==> src/rtl/muldiv_unit.sv <==
// Iterative 16-bit multiply/divide unit: 16 shift-add / restoring-divide steps, a finalize cycle, then write-back.
// Optional signed arithmetic via `MULDIV_SIGNED_EN (op[2] selects signed); without it every op is unsigned.
module muldiv_unit (
  input  logic        clk,
  input  logic        rst,
  input  logic        in_valid,
  output logic        in_ready,
  input  logic [2:0]  in_op,
  input  logic [3:0]  in_rd,
  input  logic [15:0] in_a,
  input  logic [15:0] in_b,
  input  logic        flush,
  output logic        busy,
  output logic [3:0]  busy_rd,
  output logic        wb_valid,
  input  logic        wb_ready,
  output logic [3:0]  wb_addr,
  output logic [15:0] wb_data
);

  typedef enum logic [1:0] {IDLE, CALC, DONE} state_t;

  state_t      state_reg;
  logic [1:0]  op_reg;
  logic [3:0]  rd_reg;
  logic [15:0] opnd_reg;
  logic [31:0] acc_reg;
  logic [4:0]  cnt_reg;
  logic        div0_reg;
  logic        wb_valid_reg;
  logic [3:0]  wb_addr_reg;
  logic [15:0] wb_data_reg;

  logic [15:0] mag_a;
  logic [15:0] mag_b;

`ifdef MULDIV_SIGNED_EN
  logic sign_a;
  logic sign_b;
  logic neg_a_reg;
  logic neg_b_reg;

  assign sign_a = in_op[2] & in_a[15];
  assign sign_b = in_op[2] & in_b[15];
  assign mag_a  = sign_a ? (16'd0 - in_a) : in_a;
  assign mag_b  = sign_b ? (16'd0 - in_b) : in_b;
`else
  logic unused_op2;

  assign unused_op2 = in_op[2];
  assign mag_a      = in_a;
  assign mag_b      = in_b;
`endif

  // One iteration: MUL shifts the product right, adding the multiplicand when the low bit is set;
  // DIV shifts {remainder, quotient} left and keeps the trial subtraction when it does not borrow.
  logic [16:0] add_sum;
  logic [16:0] rem_shift;
  logic [17:0] trial;
  logic [31:0] acc_step;

  always_comb begin
    add_sum   = {1'b0, acc_reg[31:16]} + (acc_reg[0] ? {1'b0, opnd_reg} : 17'd0);
    rem_shift = acc_reg[31:15];
    trial     = {1'b0, rem_shift} - {2'b00, opnd_reg};
    acc_step  = {add_sum, acc_reg[15:1]};
    if (op_reg[1]) begin
      if (!trial[17]) begin
        acc_step = {trial[15:0], acc_reg[14:0], 1'b1};
      end else begin
        acc_step = {rem_shift[15:0], acc_reg[14:0], 1'b0};
      end
    end
  end

  logic [31:0] prod_fix;
  logic [15:0] quo_fix;
  logic [15:0] rem_fix;
  logic [15:0] result;

  always_comb begin
`ifdef MULDIV_SIGNED_EN
    prod_fix = (neg_a_reg ^ neg_b_reg) ? (32'd0 - acc_reg) : acc_reg;
    quo_fix  = (neg_a_reg ^ neg_b_reg) ? (16'd0 - acc_reg[15:0]) : acc_reg[15:0];
    rem_fix  = neg_a_reg ? (16'd0 - acc_reg[31:16]) : acc_reg[31:16];
`else
    prod_fix = acc_reg;
    quo_fix  = acc_reg[15:0];
    rem_fix  = acc_reg[31:16];
`endif
    case (op_reg)
      2'b00:   result = prod_fix[15:0];
      2'b01:   result = prod_fix[31:16];
      2'b10:   result = div0_reg ? 16'hFFFF : quo_fix;
      default: result = rem_fix;
    endcase
  end

  always_ff @(posedge clk) begin
    if (rst) begin
      state_reg    <= IDLE;
      op_reg       <= 2'b00;
      rd_reg       <= 4'd0;
      opnd_reg     <= 16'd0;
      acc_reg      <= 32'd0;
      cnt_reg      <= 5'd0;
      div0_reg     <= 1'b0;
      wb_valid_reg <= 1'b0;
      wb_addr_reg  <= 4'd0;
      wb_data_reg  <= 16'd0;
`ifdef MULDIV_SIGNED_EN
      neg_a_reg    <= 1'b0;
      neg_b_reg    <= 1'b0;
`endif
    end else if (flush) begin
      state_reg    <= IDLE;
      wb_valid_reg <= 1'b0;
    end else begin
      case (state_reg)
        IDLE: begin
          if (in_valid) begin
            op_reg    <= in_op[1:0];
            rd_reg    <= in_rd;
            // Multiplicand for MUL/MULH, divisor for DIV/REM.
            opnd_reg  <= in_op[1] ? mag_b : mag_a;
            acc_reg   <= {16'd0, in_op[1] ? mag_a : mag_b};
            div0_reg  <= (in_b == 16'd0);
            cnt_reg   <= 5'd16;
            state_reg <= CALC;
`ifdef MULDIV_SIGNED_EN
            neg_a_reg <= sign_a;
            neg_b_reg <= sign_b;
`endif
          end
        end
        CALC: begin
          if (cnt_reg != 5'd0) begin
            acc_reg <= acc_step;
            cnt_reg <= cnt_reg - 5'd1;
          end else begin
            wb_data_reg  <= result;
            wb_addr_reg  <= rd_reg;
            wb_valid_reg <= 1'b1;
            state_reg    <= DONE;
          end
        end
        DONE: begin
          if (wb_ready) begin
            wb_valid_reg <= 1'b0;
            state_reg    <= IDLE;
          end
        end
        default: state_reg <= IDLE;
      endcase
    end
  end

  assign in_ready = (state_reg == IDLE) && !rst;
  assign busy     = (state_reg != IDLE);
  assign busy_rd  = rd_reg;
  assign wb_valid = wb_valid_reg;
  assign wb_addr  = wb_addr_reg;
  assign wb_data  = wb_data_reg;

endmodule
==> config.mk <==
export PLATFORM = sky130hd
export DESIGN_NAME = muldiv_unit
export DESIGN_NICKNAME = d
export VERILOG_FILES = /design/src/rtl/muldiv_unit.sv
export SDC_FILE = /design/constraint.sdc
export NUM_CORES = 1
export LEC_CHECK = 0
export BUFFER_PORTS_ARGS = -buffer_cell sky130_fd_sc_hd__buf_4
export CAP_MARGIN = 20
export CORE_MARGIN = 4
export CORE_UTILIZATION = 35
export CTS_CLUSTER_DIAMETER = 60
export CTS_CLUSTER_SIZE = 30
export DETAILED_ROUTE_END_ITERATION = 7
export MAX_ROUTING_LAYER = met4
export PLACE_DENSITY_LB_ADDON = 0.05
export SKIP_CTS_REPAIR_TIMING = 1
export SLEW_MARGIN = 40
export SYNTH_ARGS = -nofsm -noshare
export SYNTH_HDL_FRONTEND = slang
export SYNTH_SLANG_ARGS = --single-unit
==> constraint.sdc <==
create_clock -name clk -period 7 [get_ports clk]
set_input_delay 0.35 -clock clk [delete_from_list [all_inputs] [get_ports clk]]
set_output_delay 0.35 -clock clk [all_outputs]
set_load 0.02 [all_outputs]
After elaboration in Yosys (flattened, before gate mapping) --
Cells that the tools add are included.
Word-level totals: flip-flop bits (word level) 83, bits in latches 0, RAM bits 0, ROM bits 0, input bits 44, output and inout port bits 27, logic and storage cells 57, memories 0
Operators by class: add/subtract/negate cells 3, multiply operators 0, div/mod/pow operators 0, magnitude comparators 0, eq/ne operators 7, shifts and indexed selects 0, multiplexer cells 20, bitwise gates (word level) 2, reduce and logical (&&, ||, !) cells 15
Operators with widths (count):
- two-way mux 32 bit | 4
- two-way mux 16 bit | 4
- case mux 32 bit (2 select lines) | 1
- case mux 16 bit (2 select lines) | 1
- subtractor 17 x 16 -> 18 bit | 1
- adder 16 x 16 -> 17 bit | 1
- logical NOT 16 bit | 1
- AND reduction 3 bit | 4
- two-way mux 5 bit | 2
- case mux 5 bit (2 select lines) | 1
- != test 2 bit (second input constant) | 4
- two-way mux 2 bit | 3
- case mux 2 bit (3 select lines) | 1
- nonzero test 2 bit | 3
- nonzero test 5 bit | 1
- subtractor 5 x 1 -> 5 bit (second input constant) | 1
- equality test 2 bit (second input constant) | 2
- logical NOT 2 bit | 2
- AND reduction 4 bit | 1
- equality test 2 x 1 -> 1 bit (second input constant) | 1
- two-way mux 1 bit | 2
- inverter 1 bit | 2
- case mux 1 bit (2 select lines) | 1
- OR reduction 2 bit | 1
- 2 further kinds | 2

Logic depth before layout (Yosys ltp) --
Gate-level depths: netlist of the first run.
depth in word-level cells 5, mapped depth 11, depth with buffers taken out 11

Least setup slack after synthesis of the first run --
Ideal clock, no wire load.
kind register to register, start point reg acc_reg[0], end point reg acc_reg[28], library setup time 0.087 ns, arrival time 2.432 ns, required time 6.913 ns, setup slack 4.481 ns, stages on the path, launching flop included 12, path buffers 1, period minus slack after synthesis 2.519 ns, path through dfxtp_1 clkbuf_1 nand2_1 inv_1 ha_1 a211oi_1 nor2_1 o31ai_1 nand3b_1 a31oi_1 mux2_2 o31ai_1
On the way: word-level cells in the longest chain between the ends 5
Ends and longest elaborated chain:
- from (decl) | RTL line 27 | logic [31:0] acc_reg;
- from (signal assigned) | RTL line 126 | acc_reg <= {16'd0, in_op[1] ? mag_a : mag_b};
- from (signal assigned) | RTL line 138 | acc_reg <= acc_step;
- two-way mux 16 bit | RTL line 63 | add_sum = {1'b0, acc_reg[31:16]} + (acc_reg[0] ? {1'b0, opnd_reg} : 17'd0);
- adder 16 x 16 -> 17 bit | RTL line 63
- two-way mux 32 bit | RTL line 67 | if (op_reg[1]) begin
- two-way mux 32 bit | RTL line 137 | if (cnt_reg != 5'd0) begin
- case mux 32 bit (2 select lines) | RTL line 119 | case (state_reg)
No other way between the ends. The select of a mux whose other input is x is not followed. A chain may end at the register's enable or synchronous reset.

Worst setup path after layout of the first run --
start point reg acc_reg[0], end point reg acc_reg[31]
Same word-level chain as after synthesis.

==> summary.md, run 1 <==
## Setup path
• sequence of cells on the critical path: and2_1 > ha_1 > inv_1 > fa_1 > nand2b_1 > a21oi_1 > o41ai_1 > nor2_1 > o21ai_0 > a211o_1 > a221oi_1
• category of the worst setup path capture point: flop
• Crit path largest cell delay: 0.72 ns
• master of the slowest instance on the critical path: sky130_fd_sc_hd__dfxtp_1
• CP arrival: 3.67 ns
• maximum net fanout on the critical path: 19
• Worst Path Class, Setup: flop to flop
• kind of start point of the critical path: flop
• data required time at the worst endpoint: 7.24 ns

## Floorplanning
• count of boundary I/O pins: 71
• floorplan die height: 135 um
• width of the die: 135 um
• starting density of the core: 0.357
• number of standard-cell rows in the floorplan: 46
• die area: 18,300 sq um
• area of the core: 15,900 sq um

## Synth
• fraction of registers with async set/reset: 0
• count of state elements after synthesis: 83
• prevailing post-synth register cell: sky130_fd_sc_hd__dfxtp_1
• total of warnings raised by yosys: 0
• Synth Net Count: 793
• library cells used by synthesis: 66
• average cell area after synthesis: 7.95 sq um
• Gate Count Post-Synth: 713
• sequential share of the synthesized area: 0.293
• number of synthesized flops with an enable pin: 0
• Post-Synthesis Cell Area: 5670 sq um

## Placed design
• HPWL after detailed placement: 13.1 mm
• IO buf count: 69
• routability congestion estimate from global placement: 0.832
• post-detailed-placement cell area: 6350 sq um

## Cells and area
• fillcell total: 1,710
• area grow syn2layout: 16.7%
• layout cell share with drive strength beyond 1: 0.143
• finished layout cell area: 6620 sq um
• max FFs per register: 32
• final-stage net count: 837
• antenna diode count: 0
• commonest non-fill, non-tap cells in the layout: 83 x sky130_fd_sc_hd__dfxtp_1, 77 x sky130_fd_sc_hd__buf_4, 76 x sky130_fd_sc_hd__a21oi_1
• most common library cell in the layout ignoring fill and taps: sky130_fd_sc_hd__dfxtp_1
• Finished Core Util: 0.416

## STA
• setup repair after global routing missed its margin: false
• number of slew-limit violations in the final report: 0
• crit path time final: 3.42 ns
• Max Clk Rate: 292 MHz
• Fin. Hold Viols: 0
• Max-Slew Margin vs Limit: 0.470
• actual slew at the worst max-slew pin: 0.795 ns
• Period Utilization, post-route: 0.489
• worst-case clock skew: 0.00823 ns
• sum of negative setup slack: 0 ns
• number of setup violations in the final report: 0

## Clock network
• number of CTS-inserted buffers: 9
• master cell of the clock root buffer: sky130_fd_sc_hd__clkbuf_16
• Reg clk slew, reported paths: 0.06 ns
• clock latency reported for the late side of the worst-skew pair: 0.34 ns
• Clock Path Buffers: 2
• H-Tree Level Count: 3
• CTS Sinks: 83
• clock tree from TritonCTS: built

## Global route
• total track usage: 0.200
• initial antenna violation count: 0
• vias in the first global route: 5,254
• first-pass GRT wire length: 28.4 mm
• overflow left after global routing: 0
• largest net degree at the start of global routing: 73

## Drt
• number of vias per cell after detailed routing: 5.55
• average wire length per cell after detail routing: 17.9 um
• DRC marker count from the first detailed-route iteration: 345
• total wire length after detailed routing: 17.5 mm
• first-pass iteration count of the detailed router: 4
• Remaining DRCs: 0
• vias after detailed routing: 5,425
• Antenna Nets Post-Route: 0

## Pwr
• power density normalized to cell area: 179 nW/um^2
• IR drop worst, VDD: 0.110 mV
• Static Leak: 0.00262 uW
• overall power consumption: 1180 uW

## Run
• number of max-cap violations: 0

## Run status
• outcome: complete, no violations

## Hold path
• Hold/Removal Path Class: input port to flop

-- critical path: cells and delay by family (launching register included) --
family | cells | cell delay (ns)
fa+ha+maj | 2 | 0.59
buf+inv | 1 | 0.07
flops | 1 | 0.72
compound gates | 5 | 1.22
simple gates | 3 | 0.70
-- metal layers --
metal  track usage  vias to the layer above  routed length (um)
met5             -                        -                   0
met4        0.0605                        0                 224
met3        0.0271                       16                 492
met2         0.319                       95                8270
met1         0.263                     2596                8510
li1              -                     2718                   -
-- worst paths after layout --
kind,startpoint,end,slack [ns],cells past startpoint
setup / recovery,acc_reg[0],acc_reg[31],3.58,11
hold / removal,flush,state_reg[1],0.24,2
hold reg to reg,wb_data[12],wb_data[12],0.45,2
setup reg to reg,acc_reg[0],acc_reg[31],3.58,11
-- final cells by class --
class / count / area [sq um] / area share
clock buffers: 13 / 250 / 0.0378
clock inverters: 2 / 12.5 / 0.00189
inverters: 27 / 101 / 0.0153
multi-input cells: 559 / 3740 / 0.566
flip-flops and latches: 83 / 1660 / 0.251
well taps: 216 / 270 / 0.0409
repair buffers: 77 / 578 / 0.0874
-- cell usage after synthesis (all sizes together), types with 7 or more instances --
master	instances	area, sq um
nand2b	7	43.8
buf	7	36.3
nand2	70	263
xor2	8	70.1
a21o	9	68.8
a21oi	76	380
inv	26	97.6
mux2i	34	340
a211oi	55	413
o21ai	28	144
and2	33	206
dfxtp	83	1660
nor4	7	43.8
xnor2	12	105
o21a	7	52.6
clkbuf	37	139
nor3	15	75.1
ha	34	425
o221ai	16	140
o31ai	7	52.6
nor2	61	229
-- cells by family after synthesis --
family | synth area share
xor gates and xnor gates | 0.0309
adders and majority gates | 0.0821
DFF | 0.293
muxes | 0.0660
AOI/OAI and AO/OA | 0.283
and+or+nand+nor | 0.196
buffers and inverters | 0.0488
-- power breakdown --
group	total [uW]	internal (uW)	switching [uW]
Combinational	229	95.8	133
Sequential	512	492	20.6
Clock	440	248	192
-- per-stage QoR --
stage | cells | hold WS, ns | setup WS (ns)
floorplan | 713 | 0.428 | 4.48
global placement | 962 | 0.443 | 3.65
detailed placement | 962 | 0.448 | 3.61
CTS | 977 | 0.233 | 3.59
global route | 977 | 0.247 | 3.38
finish | 977 | 0.244 | 3.58
Note: power is estimated with default switching activity, not from simulation.
==> inputs of run 2 (changes only) <==
clock period = 3.4 ns   (was 7 ns; I/O delays follow)
==> run 2 against run 1 <==
Effect of this change: design area grew 1.6%; critical endpoint unchanged; critical path depth shrank 1; final cell count grew 0.51%; wire length grew 3.2%; non-clock buffer count grew 5; utilization grew 0.65 points; sequential cell count is the same; total power grew 120%; count of clock-buffer cells in the layout shrank 2; largest cell class unchanged; worst setup slack lost 3.1 ns.
==> summary.md, run 2 (synthesis gave the netlist of run 1 again) <==
## Run status
• outcome: complete, no violations

## Cells and area
• max FFs per register: 32, unchanged
• finished layout cell area: 6720 sq um, +1.6%
• combined area of the multi-input logic cells: 3740 sq um, unchanged
• commonest non-fill, non-tap cells in the layout: 83 x sky130_fd_sc_hd__dfxtp_1, 81 x sky130_fd_sc_hd__buf_4, 76 x sky130_fd_sc_hd__a21oi_1
• storage element area: 1660 sq um, unchanged
• final-stage net count: 842, +0.60%
• antenna diode count: 0, unchanged
• fillcell total: 1,680, -1.8%
• most common library cell in the layout ignoring fill and taps: sky130_fd_sc_hd__dfxtp_1
• layout cell share with drive strength beyond 1: 0.151, +0.00820
• area grow syn2layout: 18.5%

## Placed design
• post-detailed-placement cell area: 6400 sq um, +0.79%
• HPWL after detailed placement: 13.5 mm, +3.3%
• post-placement worst setup slack: 0.562 ns, -3.05 ns
• IO buf count: 69, unchanged
• routability congestion estimate from global placement: 0.913, +9.7%

## STA
• Fin. Hold Viols: 0, unchanged
• actual slew at the worst max-slew pin: 0.763 ns, -0.0318 ns
• fin worst setup slack: 0.491 ns, -3.09 ns
• crit path time final: 2.91 ns, -0.513 ns
• number of slew-limit violations in the final report: 0, unchanged
• worst-case clock skew: 0.00820 ns, -0.0000233 ns
• Period Utilization, post-route: 0.856, +0.367
• setup repair after global routing missed its margin: false
• sum of negative setup slack: 0 ns, unchanged
• Max Clk Rate: 344 MHz, +18%
• Max-Slew Margin vs Limit: 0.491, +0.0212
• number of setup violations in the final report: 0, unchanged

## Setup path
• master of the slowest instance on the critical path: sky130_fd_sc_hd__dfxtp_1
• Worst Path Class, Setup: flop to flop
• maximum net fanout on the critical path: 6, -13
• data required time at the worst endpoint: 3.64 ns, -3.60 ns
• sequence of cells on the critical path: ha_1 > inv_1 > fa_1 > nand2b_1 > a21oi_1 > o41ai_1 > nor2_1 > o21ai_0 > a211o_1 > a221oi_1
• slack of the worst reg-to-reg path: 0.49 ns, -3.09 ns
• category of the worst setup path capture point: flop
• Crit path largest cell delay: 0.49 ns, -0.23 ns
• buffering stage count on the worst path with inverters included: 1, unchanged
• number of cell instances on the worst register-to-register path: 10, -1
• stages on the worst setup path: 10, -1
• kind of start point of the critical path: flop
• largest delay contributor family on the critical path: compound AO/OA/AOI/OAI gates
• CP arrival: 3.15 ns, -0.52 ns

## Drt
• DRC marker count from the first detailed-route iteration: 285, -17%
• Antenna Nets Post-Route: 0, unchanged
• number of vias per cell after detailed routing: 5.50, -0.89%
• vias after detailed routing: 5,404, -0.39%
• first-pass iteration count of the detailed router: 5, +1
• Remaining DRCs: 0, unchanged
• total wire length after detailed routing: 18.1 mm, +3.2%
• average wire length per cell after detail routing: 18.4 um, +2.7%

## Floorplanning
• floorplan die height: 135 um, unchanged
• area of the core: 15,900 sq um, unchanged
• count of boundary I/O pins: 71, unchanged
• width of the die: 135 um, unchanged
• number of standard-cell rows in the floorplan: 46, unchanged
• die area: 18,300 sq um, unchanged
• starting density of the core: 0.357, unchanged

## Clock network
• Reg clk slew, reported paths: 0.07 ns, about the same
• Clock Path Buffers: 2, unchanged
• H-Tree Level Count: 3, unchanged
• CTS Sinks: 83, unchanged
• clock latency reported for the late side of the worst-skew pair: 0.34 ns, about the same
• clock tree from TritonCTS: built
• number of CTS-inserted buffers: 9, unchanged
• master cell of the clock root buffer: sky130_fd_sc_hd__clkbuf_16

## Global route
• total track usage: 0.205, +0.00513
• initial antenna violation count: 0, unchanged
• overflow left after global routing: 0, unchanged
• vias in the first global route: 5,357, +2.0%
• first-pass GRT wire length: 28.9 mm, +1.8%
• largest net degree at the start of global routing: 44, -40%

## Hold path
• hold-critical path depth: 2, unchanged
• Hold/Removal Path Class: input port to flop

## Pwr
• IR drop worst, VDD: 0.180 mV, +64%
• power density normalized to cell area: 389 nW/um^2, +120%
• Static Leak: 0.00267 uW, +2.1%

## Run
• number of max-cap violations: 0, unchanged

==> run 2: changes by cell type in the layout (fill, tap and decap cells not counted) <==
cell                         delta
sky130_fd_sc_hd__clkinvlp_4     -1
sky130_fd_sc_hd__buf_4          +4
sky130_fd_sc_hd__bufinv_16      +2
sky130_fd_sc_hd__buf_12         +1
sky130_fd_sc_hd__inv_6          +1
sky130_fd_sc_hd__clkbuf_1       -2
==> run 2: layout make-up <==
| type | count | share of cell area |
|---|---|---|
| timing repair buffer | 82 | 0.0935 |
| clock inverter | 4 | 0.0110 |
| tap | 216 | 0.0402 |
| clock buffer | 11 | 0.0361 |
| multi-input combinational | 559 | 0.557 |
| sequential | 83 | 0.247 |
| inverter | 27 | 0.0151 |
==> run 2: power breakdown <==
part | switching [uW] | internal, uW | leakage (uW) | total [uW]
sequential | 40.6 | 1010 | 0.000675 | 1050
clock | 407 | 661 | 0.000156 | 1070
combinational | 290 | 204 | 0.00184 | 494
total | 738 | 1880 | 0.00267 | 2620
==> run 2: stage by stage <==
step / power [uW] / hold slack (ns) / util / instances
floorplan: 1400 / 0.248 / - / 713
global placement: 1560 / 0.421 / 0.403 / 967
detailed placement: 1570 / 0.425 / 0.403 / 967
CTS: 2650 / 0.0569 / 0.423 / 982
global route: 2750 / 0.0775 / 0.423 / 982
finish: 2620 / 0.0734 / 0.423 / 982
==> run 2: worst paths after layout <==
path,from,end
worst min register to register,wb_data[3],wb_data[3]
worst max register to register,acc_reg[16],acc_reg[31]
worst min-delay path,flush,state_reg[1]
worst max-delay path,acc_reg[16],acc_reg[31]
==> run 2: routing by layer <==
layer | part of all wire | vias up | GRT usage | wire length (um)
met4 | 0.015 | 0 | 0.0538 | 271
met2 | 0.46 | 95 | 0.320 | 8370
met3 | 0.035 | 19 | 0.0360 | 636
li1 | - | 2724 | - | -
met1 | 0.49 | 2566 | 0.275 | 8780
met5 | 0 | - | - | 0
==> inputs of run 3 (changes only) <==
CTS_BUF_LIST = sky130_fd_sc_hd__clkbuf_4 sky130_fd_sc_hd__clkbuf_8   (was unset)
==> run 3 against run 2 <==
Effect of this change: maximum frequency rose by 0.33%; sequential cell count unchanged; sequential power hardly changed; critical path type unchanged; largest cell class unchanged.
==> summary.md, run 3 (synthesis gave the netlist of run 1 again) <==
## STA
• sum of negative setup slack: 0 ns, unchanged
• worst-case clock skew: 0.00571 ns, -0.00249 ns
• crit path time final: 2.90 ns, -0.00963 ns
• Max Clk Rate: 345 MHz, +0.33%
• actual slew at the worst max-slew pin: 0.748 ns, -0.0146 ns
• number of slew-limit violations in the final report: 0, unchanged
• Period Utilization, post-route: 0.853, -0.00283
• setup repair after global routing missed its margin: false
• number of setup violations in the final report: 0, unchanged
• Fin Hold WS: 0.0365 ns, -0.0369 ns
• Fin. Hold Viols: 0, unchanged
• Max-Slew Margin vs Limit: 0.501, +0.00972

## Setup path
• category of the worst setup path capture point: flop
• CP arrival: 3.17 ns, +0.02 ns
• buffering stage count on the worst path with inverters included: 1, unchanged
• Crit path largest cell delay: 0.50 ns, about the same
• sequence of cells on the critical path: ha_1 > inv_1 > fa_1 > nand2b_1 > a21oi_1 > o41ai_1 > nor2_1 > o21ai_0 > a211o_1 > a221oi_1
• maximum net fanout on the critical path: 6, unchanged
• kind of start point of the critical path: flop
• Reg-to-Reg Start: acc_reg[16]
• data required time at the worst endpoint: 3.67 ns, +0.03 ns
• Worst Path Class, Setup: flop to flop
• master of the slowest instance on the critical path: sky130_fd_sc_hd__dfxtp_1
• largest delay contributor family on the critical path: compound AO/OA/AOI/OAI gates
• start point of the critical path: acc_reg[16]

## Cells and area
• commonest non-fill, non-tap cells in the layout: 83 x sky130_fd_sc_hd__dfxtp_1, 81 x sky130_fd_sc_hd__buf_4, 76 x sky130_fd_sc_hd__a21oi_1
• fillcell total: 1,689, +0.54%
• layout cell share with drive strength beyond 1: 0.153, +0.00131
• max FFs per register: 32, unchanged
• storage element area: 1660 sq um, unchanged
• combined area of the multi-input logic cells: 3740 sq um, unchanged
• Finished Core Util: 0.417, -0.00599
• area grow syn2layout: 16.8%
• final-stage net count: 842, unchanged
• most common library cell in the layout ignoring fill and taps: sky130_fd_sc_hd__dfxtp_1

## Clock network
• CTS Sinks: 83, unchanged
• clock tree from TritonCTS: built
• master cell of the clock root buffer: sky130_fd_sc_hd__clkbuf_8
• Clock Path Buffers: 2, unchanged
• Reg clk slew, reported paths: 0.09 ns, +0.02 ns
• number of CTS-inserted buffers: 9, unchanged
• clock latency reported for the late side of the worst-skew pair: 0.37 ns, +0.03 ns
• H-Tree Level Count: 3, unchanged

## Floorplanning
• area of the core: 15,900 sq um, unchanged
• die area: 18,300 sq um, unchanged
• starting density of the core: 0.357, unchanged
• width of the die: 135 um, unchanged
• count of boundary I/O pins: 71, unchanged
• number of standard-cell rows in the floorplan: 46, unchanged
• floorplan die height: 135 um, unchanged

## Pwr
• IR drop worst, VDD: 0.170 mV, -5.8%
• net switching component of the power: 710 uW, -3.8%
• Static Leak: 0.00263 uW, -1.6%
• combinational fraction of design power: 0.209, +0.020
• switching power share of the total: 0.300, +0.0180
• power density normalized to cell area: 357 nW/um^2, -8.3%
• cell-internal power: 1660 uW, -12%
• clock group share of total power: 0.347, -0.062
• Sequential Power Share: 0.445, +0.042

## Global route
• total track usage: 0.205, +0.000498
• overflow left after global routing: 0, unchanged
• initial antenna violation count: 1, +1
• first-pass GRT wire length: 28.9 mm, -0.12%
• vias in the first global route: 5,383, +0.49%
• largest net degree at the start of global routing: 44, unchanged

## Drt
• Antenna Nets Post-Route: 0, unchanged
• average wire length per cell after detail routing: 18.4 um, -0.17%
• DRC marker count from the first detailed-route iteration: 340, +19%
• first-pass iteration count of the detailed router: 4, -1
• vias after detailed routing: 5,349, -1.0%
• total wire length after detailed routing: 18.0 mm, about the same
• number of vias per cell after detailed routing: 5.44, -1.1%
• Remaining DRCs: 0, unchanged

## Hold path
• Hold/Removal Path Class: input port to flop
• hold_sp: flush

## Run
• number of max-cap violations: 0, unchanged

## Placed design
• routability congestion estimate from global placement: 0.913, unchanged
• IO buf count: 69, unchanged
• HPWL after detailed placement: 13.5 mm, unchanged

## Run status
• outcome: complete, no violations

## run 3: cell types whose count changed in the layout (fill, tap and decap cells not counted), sizes merged
cell / change
diode: +1
## run 3: worst paths after layout
check / slack [ns] / cells after the start / end
setup / recovery: 0.50 / 10 / acc_reg[31]
hold / removal: 0.04 / 2 / state_reg[1]
setup reg to reg: 0.50 / 10 / acc_reg[31]
hold reg to reg: 0.46 / 2 / wb_data[1]
## run 3: area by class of cell
type	instances	area share
Tap cell	216	0.0408
Antenna cell	1	0.000378
Clock buffer	11	0.0219
Multi-Input combinational cell	559	0.565
Inverter	27	0.0153
Sequential cell	83	0.251
Clock inverter	4	0.0111
Timing Repair Buffer	82	0.0948
## run 3: power by group through the flow
stage | logic (uW) | registers [uW] | clock network [uW]
floorplan | 332 | 1070 | 0
global placement | 488 | 1080 | 0
detailed placement | 492 | 1080 | 0
CTS | 496 | 1050 | 846
global route | 546 | 1060 | 889
finish | 493 | 1050 | 819
## run 3: routing by layer
metal | up-vias | GRT usage | wire (um)
met5 | - | - | 0
met4 | 0 | 0.0739 | 360
met3 | 25 | 0.0245 | 632
met2 | 102 | 0.319 | 8310
met1 | 2504 | 0.275 | 8750
li1 | 2718 | - | -
## run 3: through the flow
stage	setup slack (ns)	power, uW	area [sq um]	instances
4_1_cts	0.499	2390	6620	982
5_1_grt	0.231	2490	6620	983
3_5_place_dp	0.562	1570	6400	967
2_1_floorplan	0.881	1400	5670	713
3_3_place_gp	0.598	1560	6400	967
6_report	0.500	2360	6620	983
